**config.mk**
```make
export PLATFORM = sky130hd
export DESIGN_NAME = change_dispenser
export DESIGN_NICKNAME = d
export VERILOG_FILES = /design/src/rtl/change_dispenser.sv
export SDC_FILE = /design/constraint.sdc
export NUM_CORES = 1
export LEC_CHECK = 0
export CORE_MARGIN = 4
export CORE_UTILIZATION = 53
export CTS_BUF_LIST = sky130_fd_sc_hd__clkbuf_16
export DETAILED_ROUTE_END_ITERATION = 16
export PLACE_DENSITY_LB_ADDON = 0.25
export SYNTH_ARGS = -nofsm -noshare
export SYNTH_HDL_FRONTEND = slang
export SYNTH_SLANG_ARGS = --single-unit
```
**constraint.sdc**
```tcl
create_clock -name clk -period 4.9 [get_ports clk]
set_clock_uncertainty 0.05 [all_clocks]
set_input_delay 0.735 -clock clk [delete_from_list [all_inputs] [get_ports clk]]
set_output_delay 0.735 -clock clk [all_outputs]
set_load 0.02 [all_outputs]
```
**src/rtl/change_dispenser.sv**
```systemverilog
// Coin payout controller: pays a change amount (5c units) greedily, 10c first,
// one coin per req/ack handshake, while tracking and refilling hopper inventory.
module change_dispenser #(
    parameter int AW     = 4,
    parameter int CW     = 4,
    parameter int INIT10 = 4,
    parameter int INIT5  = 4
) (
    input  logic          clk,
    input  logic          rst,
    input  logic          start,
    input  logic [AW-1:0] amount,
    input  logic          coin_ack,
    input  logic          inc10,
    input  logic          inc5,
    output logic          eject10,
    output logic          eject5,
    output logic          busy,
    output logic          done,
    output logic          fault,
    output logic [AW-1:0] remaining,
    output logic [CW-1:0] cnt10,
    output logic [CW-1:0] cnt5
);

    typedef enum logic [2:0] {
        IDLE   = 3'd0,
        SEL    = 3'd1,
        WAIT10 = 3'd2,
        WAIT5  = 3'd3,
        DONE   = 3'd4,
        FAULT  = 3'd5
    } state_t;

    localparam logic [CW-1:0] CNT_MAX = {CW{1'b1}};

    state_t        state_q, state_d;
    logic [AW-1:0] remaining_q, remaining_d;
    logic [CW-1:0] cnt10_q, cnt10_d;
    logic [CW-1:0] cnt5_q, cnt5_d;
    logic          pay10, pay5;

    assign pay10 = (state_q == WAIT10) && coin_ack;
    assign pay5  = (state_q == WAIT5) && coin_ack;

    // NOTE: sequential state is updated with <= so every flop samples pre-edge values.
    always_ff @(posedge clk) begin
        if (rst) begin
            state_q     <= IDLE;
            remaining_q <= '0;
            cnt10_q     <= CW'(INIT10);
            cnt5_q      <= CW'(INIT5);
        end else begin
            state_q     <= state_d;
            remaining_q <= remaining_d;
            cnt10_q     <= cnt10_d;
            cnt5_q      <= cnt5_d;
        end
    end

    // NOTE: every always_comb output gets a default first so no path infers a latch.
    always_comb begin
        state_d = state_q;
        unique case (state_q)
            IDLE: if (start) state_d = SEL;
            SEL: begin
                if (remaining_q == '0)
                    state_d = DONE;
                else if (remaining_q > AW'(1) && cnt10_q != '0)
                    state_d = WAIT10;
                else if (cnt5_q != '0)
                    state_d = WAIT5;
                else
                    state_d = FAULT;
            end
            WAIT10: if (coin_ack) state_d = SEL;
            WAIT5:  if (coin_ack) state_d = SEL;
            DONE:   state_d = IDLE;
            FAULT:  state_d = IDLE;
            default: state_d = IDLE;
        endcase
    end

    // A coin leaving and a refill arriving on the same edge cancel out.
    always_comb begin
        remaining_d = remaining_q;
        cnt10_d     = cnt10_q;
        cnt5_d      = cnt5_q;

        if (state_q == IDLE && start)
            remaining_d = amount;
        else if (pay10)
            remaining_d = remaining_q - AW'(2);
        else if (pay5)
            remaining_d = remaining_q - AW'(1);

        if (inc10 && !pay10) begin
            if (cnt10_q != CNT_MAX) cnt10_d = cnt10_q + CW'(1);
        end else if (pay10 && !inc10) begin
            cnt10_d = cnt10_q - CW'(1);
        end

        if (inc5 && !pay5) begin
            if (cnt5_q != CNT_MAX) cnt5_d = cnt5_q + CW'(1);
        end else if (pay5 && !inc5) begin
            cnt5_d = cnt5_q - CW'(1);
        end
    end

    always_comb begin
        eject10   = (state_q == WAIT10);
        eject5    = (state_q == WAIT5);
        busy      = (state_q != IDLE);
        done      = (state_q == DONE);
        fault     = (state_q == FAULT);
        remaining = remaining_q;
        cnt10     = cnt10_q;
        cnt5      = cnt5_q;
    end

endmodule

```
==> qor.yml, run 1 <==
crit_top_cell: "nand2_1"
ioPinCount: 27
synth.distinct_cells: 49
via_per_inst: 5.93
num_vias: 1080
gr-total-overflow: 0
clockBufferDepth: 2
cts-resized-gates: 0
start_util: 0.577
synth_edf_count: 0
worstPathArrival_ps: 3120
relSlewSlack: 0.595
period_share: 0.618
worst_skew_pair.late_latency_ps: 250
setup_tns_ps: 0
drv_slew: 0
rsz0062_at_grt: "no"
route.detailed.drc: 0
status: "finished clean"
p_leak_nw: 0.606
num_rows: 16
wl_um: 2790
final_common_cell: "clkdlybuf4s50_1"
grtUsageTotal: 0.207
synth-simple-area-share: 0.248
cp-start-kind: "input pin"
routedWlPerCell_um: 15.3
ir_drop_uv: 332
async_reset_ff_frac: 0
syn_avg_cell_area_sq_um: 8.90
dr.first_iter.drc_count: 17
setup.worst_path.class: "input pin to flip-flop"
cp_slowest_cell: "clkdlybuf4s50_1"
netlist_area_sq_um: 1170
ys_warn_count: 0
final_nets: 177
synth-xor-area-share: 0.0300
hold_path.class: "flip-flop to flip-flop"
period_needed_ps: 3030
die_h_um: 54.9
path_cells: "clkdlybuf4s50_1, nand4bb_1, nand2_1, ha_1, a21oi_1, nand2_1, or4_1, o311ai_0"
cts.sinks: 15
first_pass_iters: 4
ys_ff_latch: 15
synth_mux_area_frac: 0.0612
synth_compound_area_frac: 0.212
critical-path-top-delay-family: "simple AND/OR/NAND/NOR gates"
final_cell_mix: "26 x clkdlybuf4s50_1, 15 x dfxtp_1, 10 x nand2_1"
num-fill-cells: 155
syn_inst: 131
grt_pass1_wl_um: 4490
hpwl_um: 2000
drive_gt1_frac: 0.0839
die_w_um: 54.9
die-area_sq_um: 3010
synth_fa_ha_area_frac: 0.131
max_freq_mhz: 330
final-hold-violation-count: 0
dp.cells: 178
seq_area_frac_synth: 0.258
required_ps: 4990
cp-end-kind: "flip-flop"
hold_ws_ps: 443
core-area_sq_um: 2020
grt_start_max_net_pins: 16
dpl-instance-area_sq_um: 1420
finalSetupViolations: 0
drv_cap: 0
antenna_cells: 0
h-tree-depth: 1
portBuffers: 26
numCtsBuffers: 3
routabilityCongestion: 0.823
path_clk_slew_ps: 50
synth_flop_cell: "dfxtp_1"
antenna_found_initial: 0
tightest_slew_ps: 605
critPathMaxFanout: 7
ant_nets: 0
cts_hold_buf: 0
post_cts.repair.setup_buffers: 0
syn_nets: 152
fin_cells: 182
synth_top_family_by_area: "simple AND/OR/NAND/NOR gates"
power_density_nw_per_um2: 562
design_area_sq_um: 1500
cts_tree: "yes"
grt_pass1_vias: 1022
cts-root-buf: "clkbuf_16"
cp_slowest_stage_delay_ps: 600
area_delta_synth_final_pct: 28.5
cp.buffers_inverters: 1
[worst min-delay path, stage by stage (launching register included)]
cell      delay [ps]
dfxtp_1          320
nand2b_1          70
a21oi_1           50
[final timing paths]
kind / from / endpoint / slack, ps / cells after the start
worst min register to register: remaining[1] / remaining[1] / 440 / 2
worst max-delay path: coin_ack / cnt10[3] / 1870 / 8
worst max register to register: state_q[1] / cnt10[3] / 2300 / 7
worst min-delay path: remaining[1] / remaining[1] / 440 / 2
[through the flow]
stage / worst slack (ps) / util / total power [mW]
final: 1870 / 0.741 / 0.843
after detailed placement: 1640 / 0.702 / 0.676
after CTS: 1880 / 0.741 / 0.845
after floorplan: 2450 / - / 0.540
after global routing: 1710 / 0.741 / 0.901
after global placement: 1760 / 0.702 / 0.658
[state kept, by name (all words and copies together) (netlist names)]
name	cells
state_q	3
remaining	4
cnt10	4
cnt5	4
[cell usage after synthesis (all sizes together), types with 2 or more instances]
master	number	area [sq um]
inv	8	30.0
nor2	7	26.3
fa	2	40.0
nor3	3	20.0
o311ai	3	26.3
dfxtp	15	300
o211ai	2	15.0
buf	4	32.5
o22ai	2	12.5
nand2b	3	18.8
o21ai	6	41.3
clkbuf	2	7.51
a21oi	8	40.0
nand4	2	12.5
mux2i	6	60.1
nand3	2	10.0
o21a	2	15.0
ha	9	113
and3	3	18.8
xnor2	3	26.3
nor2b	2	12.5
or2	2	12.5
or4	2	15.0
nand2	10	37.5
nor3b	3	22.5
[cell families after synthesis]
kind of cell | after synthesis
and+or+nand+nor | 46
AOI/OAI and AO/OA | 34
DFF | 15
buffers and inverters | 14
adders and majority gates | 11
muxes | 7
xor gates and xnor gates | 4
[where the power goes]
part | switching [mW] | total, mW | internal, mW
Sequential | 0.0694 | 0.231 | 0.161
Combinational | 0.228 | 0.451 | 0.222
Clock | 0.0531 | 0.161 | 0.108
[cell type report]
cell class | count | area (sq um) | share of cell area
well taps | 27 | 33.8 | 0.0225
inverters | 8 | 30.0 | 0.0200
multi-input cells | 102 | 796 | 0.531
flip-flops and latches | 15 | 300 | 0.200
clock buffers | 3 | 75.1 | 0.0501
clock inverters | 1 | 3.75 | 0.00250
repair buffers | 26 | 260 | 0.174
[routing by layer]
layer / routed length, um / GRT usage / share of wire / vias up
met5: 0 / 0 / 0 / -
met4: 53 / 0.109 / 0.019 / 0
li1: - / - / - / 542
met2: 1300 / 0.321 / 0.47 / 30
met1: 1290 / 0.258 / 0.46 / 502
met3: 142 / 0.0590 / 0.051 / 6
Note: power is estimated with default switching activity, not from simulation.
==> run 2: changes to the inputs <==
--- a/config.mk
+++ b/config.mk
@@ -6,7 +6,7 @@
 export NUM_CORES = 1
 export LEC_CHECK = 0
 export CORE_MARGIN = 4
-export CORE_UTILIZATION = 53
+export CORE_UTILIZATION = 49
 export CTS_BUF_LIST = sky130_fd_sc_hd__clkbuf_16
 export DETAILED_ROUTE_END_ITERATION = 16
 export PLACE_DENSITY_LB_ADDON = 0.25
==> constraint.sdc (replaced) <==
create_clock -name clk -period 3.1 [get_ports clk]
set_clock_uncertainty 0.05 [all_clocks]
set_input_delay 0.465 -clock clk [delete_from_list [all_inputs] [get_ports clk]]
set_output_delay 0.465 -clock clk [all_outputs]
set_load 0.02 [all_outputs]
==> qor.yml, run 2 (synthesis gave the netlist of run 1 again) <==
numCtsBuffers: 3  # unchanged
core-area_sq_um: 2230  # +10%
cp_slowest_cell: "clkdlybuf4s50_1"
cts.sinks: 15  # unchanged
die_h_um: 56.8  # +3.4%
finalSetupViolations: 0  # unchanged
power_mw: 1.34  # +59%
area_delta_synth_final_pct: 29.9
h-tree-depth: 1  # unchanged
dr.first_iter.drc_count: 22  # +5
cp-end-kind: "flip-flop"
setup.worst_path.class: "input pin to flip-flop"
antenna_cells: 0  # unchanged
path_clk_slew_ps: 50  # about the same
cts_hold_buf: 0  # unchanged
die_w_um: 56.8  # +3.4%
final_common_cell: "clkdlybuf4s50_1"
final_cell_mix: "26 x clkdlybuf4s50_1, 15 x dfxtp_1, 10 x nand2_1"
num_vias: 1099  # +1.8%
worstPathArrival_ps: 2710  # -410 ps
final_nets: 179  # +1.1%
antenna_found_initial: 0  # unchanged
p_leak_nw: 0.615  # +1.5%
portBuffers: 26  # unchanged
wl_um: 2900  # +4.2%
grt_pass1_vias: 1077  # +5.4%
required_ps: 3210  # -1780 ps
cts-root-buf: "clkbuf_16"
via_per_inst: 5.94  # +0.11%
fin_cells: 185  # +1.6%
power_density_nw_per_um2: 882  # +57%
post-route-util: 0.678  # -0.0629
period_needed_ps: 2600
gr-total-overflow: 0  # unchanged
final-hold-violation-count: 0  # unchanged
cp_slowest_stage_delay_ps: 620  # +20 ps
route.detailed.drc: 0  # unchanged
tightest_slew_ps: 455  # -150 ps
critPathMaxFanout: 6  # -1
ir_drop_uv: 550  # +66%
routedWlPerCell_um: 15.7  # +2.5%
start_util: 0.522  # -0.0546
ant_nets: 0  # unchanged
grt_start_max_net_pins: 16  # unchanged
setup_tns_ps: 0  # unchanged
period_share: 0.839
cts-resized-gates: 0  # unchanged
path_cells: "clkdlybuf4s50_1, nand4b_4, nand2_1, ha_1, a21o_1, a211o_1, o221a_2, a211oi_1"
grt_pass1_wl_um: 4810  # +7.2%
grtUsageTotal: 0.189  # -0.0173
hpwl_um: 2150  # +7.9%
drv_slew: 0  # unchanged
post_cts.repair.setup_buffers: 0  # unchanged
worst_skew_pair.late_latency_ps: 250  # about the same
first_pass_iters: 4  # unchanged
dpl-instance-area_sq_um: 1440  # +1.1%
cts_tree: "yes"
die-area_sq_um: 3220  # +7.0%
setup_ws_ps: 500  # -1370 ps
design_area_sq_um: 1520  # +1.1%
hold_ws_ps: 444  # +1.17 ps
num_rows: 17  # +1
routabilityCongestion: 0.775  # -5.8%
ioPinCount: 27  # unchanged
drv_cap: 0  # unchanged
max_freq_mhz: 385
hold_path.class: "flip-flop to flip-flop"
cp-start-kind: "input pin"
dp.cells: 181  # +1.7%
relSlewSlack: 0.696  # +0.101
clockBufferDepth: 2  # unchanged
drive_gt1_frac: 0.0955  # +0.0117
post-place-ws_ps: 259  # -1380 ps
rsz0062_at_grt: "no"
status: "finished clean"
==> run 2: cell type report <==
| cell class | count | area, sq um |
|---|---|---|
| clock buffers | 3 | 75.1 |
| clock inverters | 1 | 3.75 |
| fillers | 182 | 718 |
| inverters | 8 | 30.0 |
| multi-input cells | 102 | 796 |
| flip-flops and latches | 15 | 300 |
| well taps | 28 | 35.0 |
| repair buffers | 28 | 275 |
==> run 2: power by group <==
part	switching (mW)	internal, mW	leakage, nW
Sequential	0.109	0.255	0.124
Clock	0.0828	0.171	0.0423
Combinational	0.363	0.356	0.448
==> run 2: critical path: cells and delay by family <==
family	cells	cell delay, ps
AND/OR/NAND/NOR	2	390
adder cells (fa/ha/maj)	1	270
buffers and inverters	1	620
AO/OA/AOI/OAI	4	960
==> run 2: final timing paths <==
path	start	endpoint	slack [ps]	cells after the start
hold reg to reg	remaining[1]	remaining[1]	440	2
setup / recovery	coin_ack	cnt5[3]	500	8
setup reg to reg	state_q[1]	cnt5[3]	720	7
hold / removal	remaining[1]	remaining[1]	440	2
==> run 2: metal layers <==
metal  vias to the layer above  GRT usage  share of wire
li1                        537          -              -
met1                       515      0.227           0.44
met2                        37      0.302           0.48
met3                        10     0.0368          0.053
met4                         0      0.129          0.029
met5                         -          0              0
